--- config.mk ---
export PLATFORM = sky130hd
export DESIGN_NAME = uart_fifo_tx
export DESIGN_NICKNAME = d
export VERILOG_FILES = /design/src/rtl/uart_pkg.sv /design/src/rtl/baud_tick_counter.sv /design/src/rtl/uart_fifo_tx.sv
export SDC_FILE = /design/constraint.sdc
export NUM_CORES = 1
export LEC_CHECK = 0
export ABC_AREA = 1
export BUFFER_PORTS_ARGS = -buffer_cell sky130_fd_sc_hd__buf_2
export CAP_MARGIN = 40
export CORE_AREA = 4 4 53 74
export CTS_BUF_LIST = sky130_fd_sc_hd__clkbuf_4 sky130_fd_sc_hd__clkbuf_8 sky130_fd_sc_hd__clkbuf_16
export CTS_CLUSTER_SIZE = 24
export DETAILED_ROUTE_END_ITERATION = 6
export DIE_AREA = 0 0 57 78
export PLACE_DENSITY = 0.71
export SYNTH_ARGS = -nofsm -noshare
export SYNTH_HDL_FRONTEND = slang
export SYNTH_SLANG_ARGS = --single-unit
--- constraint.sdc ---
create_clock -name clk -period 1.3 [get_ports clk]
set_input_delay 0.195 -clock clk [delete_from_list [all_inputs] [get_ports clk]]
set_output_delay 0.195 -clock clk [all_outputs]
set_load 0.005 [all_outputs]
--- src/rtl/uart_pkg.sv ---
// uart_pkg: shared UART types and constants.
// Holds the transmitter state type, the line levels of the framing bits and
// the default bit period for a 50 MHz clock at 115200 baud.
package uart_pkg;
    typedef enum logic [2:0] {
        IDLE,
        POP,
        LOAD,
        START_BIT,
        DATA,
        STOP,
        CHECK,
        DONE
    } UART_TX_STATE;
    localparam logic UART_START_BIT = 1'b0;
    localparam logic UART_STOP_BIT = 1'b1;
    localparam int UART_CLKS_PER_BIT = 434;
endpackage

--- src/rtl/baud_tick_counter.sv ---
// baud_tick_counter: bit-period timer shared by the UART transmitter and receiver.
// Ports: clk, reset (async active-low), clear (hold count at zero),
//        tick (high on the last cycle of each CLKS_PER_BIT-cycle bit period).
module baud_tick_counter
    import uart_pkg::*;
#(
    parameter int CLKS_PER_BIT = UART_CLKS_PER_BIT
) (
    input  logic clk,
    input  logic reset,
    input  logic clear,
    output logic tick
);
    localparam int CW = $clog2(CLKS_PER_BIT);
    logic [CW-1:0] cnt_q, cnt_d;
    assign tick = cnt_q == CW'(CLKS_PER_BIT - 1);
    // Wrapping on tick restarts the next bit immediately, so bits never drift.
    assign cnt_d = (clear || tick) ? '0 : cnt_q + 1'b1;
    always_ff @(posedge clk or negedge reset) begin
        if (!reset) cnt_q <= '0;
        else cnt_q <= cnt_d;
    end
endmodule

--- src/rtl/uart_fifo_tx.sv ---
// uart_fifo_tx: drains the result FIFO and sends each byte as a UART 8N1 frame.
// Ports: clk, reset (async active-low), start (drain request, IDLE only),
//        fifo_data_in/fifo_empty (FIFO read side), fifo_pop (1-cycle pop),
//        tx (serial line, idles high), busy, done (1-cycle pulse),
//        bytes_sent (frames sent in the current or last drain).
module uart_fifo_tx
    import uart_pkg::*;
#(
    parameter int WORD_LENGHT = 8,
    parameter int CLKS_PER_BIT = UART_CLKS_PER_BIT,
    parameter int MAX_BYTES = 8
) (
    input  logic                           clk,
    input  logic                           reset,
    input  logic                           start,
    input  logic [WORD_LENGHT-1:0]         fifo_data_in,
    input  logic                           fifo_empty,
    output logic                           fifo_pop,
    output logic                           tx,
    output logic                           busy,
    output logic                           done,
    output logic [$clog2(MAX_BYTES+1)-1:0] bytes_sent
);
    localparam int BW = $clog2(MAX_BYTES + 1);
    localparam int IW = WORD_LENGHT > 1 ? $clog2(WORD_LENGHT) : 1;
    UART_TX_STATE state_q, state_d;
    logic [WORD_LENGHT-1:0] shift_q, shift_d;
    logic [IW-1:0] idx_q, idx_d;
    logic [BW-1:0] sent_q, sent_d;
    logic tx_q, tx_d, busy_q, busy_d, done_q, done_d;
    logic tick, cnt_clear;

    // The bit timer only runs while a frame bit is on the line; holding it at
    // zero elsewhere makes every state entry start a fresh bit period.
    assign cnt_clear = !(state_q inside {START_BIT, DATA, STOP});

    baud_tick_counter #(.CLKS_PER_BIT(CLKS_PER_BIT)) u_baud (
        .clk  (clk),
        .reset(reset),
        .clear(cnt_clear),
        .tick (tick)
    );

    always_comb begin
        state_d = state_q;
        shift_d = shift_q;
        idx_d = idx_q;
        sent_d = sent_q;
        busy_d = busy_q;
        done_d = state_q == DONE;
        case (state_q)
            IDLE: if (start) begin
                state_d = fifo_empty ? DONE : POP;
                busy_d = !fifo_empty;
                sent_d = '0;
            end
            POP: state_d = LOAD;
            LOAD: begin
                shift_d = fifo_data_in;
                idx_d = '0;
                state_d = START_BIT;
            end
            START_BIT: if (tick) state_d = DATA;
            DATA: if (tick) begin
                if (idx_q == IW'(WORD_LENGHT - 1)) state_d = STOP;
                else begin
                    idx_d = idx_q + 1'b1;
                    shift_d = shift_q >> 1;
                end
            end
            STOP: if (tick) begin
                state_d = CHECK;
                sent_d = sent_q + 1'b1;
            end
            CHECK: state_d = (!fifo_empty && sent_q < BW'(MAX_BYTES)) ? POP : DONE;
            DONE: begin
                state_d = IDLE;
                busy_d = 1'b0;
            end
        endcase
        // tx is registered from the next state so the line changes exactly
        // when the state does, with no input reaching the pin combinationally.
        tx_d = state_d == START_BIT ? UART_START_BIT : state_d == DATA ? shift_d[0] : UART_STOP_BIT;
    end

    always_ff @(posedge clk or negedge reset) begin
        if (!reset) begin
            state_q <= IDLE;
            shift_q <= '0;
            idx_q <= '0;
            sent_q <= '0;
            tx_q <= UART_STOP_BIT;
            busy_q <= 1'b0;
            done_q <= 1'b0;
        end else begin
            state_q <= state_d;
            shift_q <= shift_d;
            idx_q <= idx_d;
            sent_q <= sent_d;
            tx_q <= tx_d;
            busy_q <= busy_d;
            done_q <= done_d;
        end
    end

    assign fifo_pop = state_q == POP;
    assign tx = tx_q;
    assign busy = busy_q;
    assign done = done_q;
    assign bytes_sent = sent_q;
endmodule

==> flow_summary.json <==
{
  "synth_top_area_share_pct": 45.6,
  "fmax_mhz": 633,
  "yosys_warnings": 0,
  "worstPathRequired_ps": 1450,
  "hpwl_mm": 2.55,
  "start_util_pct": 48.0,
  "grt_pass1_wl_mm": 6.44,
  "antenna_cells": 0,
  "drc": 0,
  "clkPwrFrac_pct": 18.4,
  "powerDensity_mw_per_mm2": 1880,
  "grt_overflow_total": 0,
  "setup_ws_ps": -279,
  "io_buffers": 19,
  "critPathKind": "reg2reg",
  "cts_tree": "done",
  "rows": 25,
  "timing.hold.ws_ps": 120,
  "coreArea_sq_mm": 0.00332,
  "drt_iter0_markers": 39,
  "setup_violations": 28,
  "ir_drop_mv": 1.31,
  "slew_violations": 0,
  "startpoint_type": "flop",
  "syn_area_per_cell_sq_um": 8.56,
  "grt_pass1_vias": 1429,
  "gp_congestion": 0.851,
  "drt-vias-per-instance": 5.03,
  "cp-end-kind": "flop",
  "drtAntennaViolNets": 0,
  "arrival_ps": 1730,
  "cts-buffers-inserted": 5,
  "die-area_sq_mm": 0.00445,
  "cp_max_fo": 10,
  "die_h_um": 78,
  "power.internal_mw": 2.69,
  "synth.area.top_cells": "dfrtp_1, nand2_1, nand3_1",
  "avgRoutedWirePerCell_um": 13.7,
  "fin_tns_setup_ps": -4000,
  "vias": 1473,
  "yosysTopAreaCell": "dfrtp_1",
  "cts_sinks": 30,
  "violations": "setup timing",
  "hp-class": "in2reg",
  "status": "finished with violations",
  "cts_buffer_depth": 2,
  "p_leak_nw": 1.20,
  "drive_gt1_share_pct": 51.4,
  "period_share_pct": 121,
  "rsz0062_at_grt": "yes",
  "fin_worst_skew_ps": 2.72,
  "insertion_delay_ps": 280,
  "ios": 20,
  "drt_pre_antenna_iters": 4,
  "ys_seq_elements": 30,
  "combPwrFrac_pct": 49.6,
  "switching_share_pct": 39.1,
  "cts_max_level": 2,
  "switching_power_mw": 1.73,
  "syn2layout_area_growth_pct": 47.5,
  "track_usage_pct": 18.7,
  "synth_nets": 203,
  "synth_cells": 186,
  "maxCapViolCount": 0,
  "worst_pin_slew_ps": 386,
  "root_buffer": "clkbuf_8",
  "yosysSeqAreaShare_pct": 47.2,
  "clk_pin_slew_ps": 60,
  "hold_viol": 0,
  "finalWirelength_mm": 4.02,
  "netlist_area_sq_mm": 0.00159,
  "fin_nets": 269,
  "layout_min_cycle_time_ps": 1580,
  "seq_power_share_pct": 32.0,
  "ys_types": 30,
  "antenna_found_initial": 0,
  "die_w_um": 57,
  "grt_max_degree": 31,
  "slew_headroom_pct": 74.3
}
-- cell usage after synthesis, drive strengths merged --
master	n
a21oi	4
buf	1
o221a	1
o21ai	6
dfrtp	29
and3	1
ha	5
o221ai	4
nand2	44
nor3	4
xnor2	1
nor2	27
a32oi	1
dfstp	1
inv	28
nand3	21
nor3b	3
nand4	3
o211ai	1
a31oi	1
-- cell usage in the layout, fill, tap and decap left out, drive strengths merged, types with 5 or more instances in the layout --
cell type,netlist,routed
inv,28,28
dfrtp,29,29
nor2,27,27
o21ai,6,6
buf,1,59
nand3,21,21
nand2,44,44
clkbuf,0,8
ha,5,5
-- per-stage QoR --
stage / utilization [%] / setup slack, ps / instances / total power [mW] / cell area [sq um]
floorplan: - / -125 / 186 / 2.39 / 1590
global placement: 59.0 / -179 / 273 / 3.06 / 1960
detailed placement: 59.0 / -232 / 273 / 3.08 / 1960
CTS: 67.4 / -235 / 289 / 4.11 / 2240
global route: 70.9 / -412 / 293 / 4.75 / 2350
finish: 70.9 / -279 / 293 / 4.42 / 2350
-- power by group through the flow --
stage | logic (mW) | registers (mW) | clock network [mW]
after floorplan | 0.989 | 1.40 | 0
after global placement | 1.65 | 1.41 | 0
after detailed placement | 1.67 | 1.41 | 0
after CTS | 1.88 | 1.40 | 0.832
after global routing | 2.43 | 1.45 | 0.873
final | 2.19 | 1.41 | 0.811
-- per-layer routing --
metal | global-route usage, % | wire length (um) | vias to the layer above
met5 | 0 | 0 | -
met4 | 9.28 | 112 | 0
met3 | 4.16 | 159 | 11
met2 | 32.2 | 2140 | 34
met1 | 21.4 | 1610 | 688
li1 | - | - | 740
-- final timing paths --
kind,start,to,slack (ps),cells past startpoint
max reg2reg,u_baud.cnt_q[1],shift_q[4],-280,10
min reg2reg,idx_q[1],idx_q[1],530,2
max,u_baud.cnt_q[1],shift_q[4],-280,10
min in group asynchronous,reset,idx_q[0],460,3
min,fifo_data_in[1],shift_q[1],120,3
max in group asynchronous,reset,tx,520,3
-- logic make-up after synthesis --
kind of cell / share of synthesized area [%]
simple gates: 33.1
flops: 47.2
buf+inv: 7.31
compound gates: 7.93
fa+ha+maj: 3.93
xor+xnor: 0.550
-- sequential cells by signal (all words and copies together), names as in the netlist --
signal	count
busy	1
bytes_sent	4
done	1
idx_q	3
shift_q	8
state_q	3
tx	1
u_baud.cnt_q	9
-- area by class of cell --
| class | count | area (sq um) |
|---|---|---|
| sequential | 30 | 754 |
| fill | 273 | 966 |
| timing repair buffer | 60 | 444 |
| multi-input combinational | 127 | 898 |
| tap | 40 | 50.0 |
| clock buffer | 8 | 97.6 |
| inverter | 28 | 105 |
-- worst max-delay path, cell delays in order (launching register included) --
cell	delay, ps
dfrtp_1	380
inv_1	60
ha_2	170
nand2_1	50
inv_1	70
nand2_2	70
nor2_4	190
nand2_2	100
buf_12	160
nand2_8	80
o221ai_1	110
-- what timing repair did --
item,CTS,global route
gates cloned,0,1
gates resized for setup,31,24
hold buffers,1,0
setup buffers,7,5
endpoints found under the hold margin,29,0
endpoints found under the setup margin,26,29
pin swaps,12,10
Note: power is estimated with default switching activity, not from simulation.
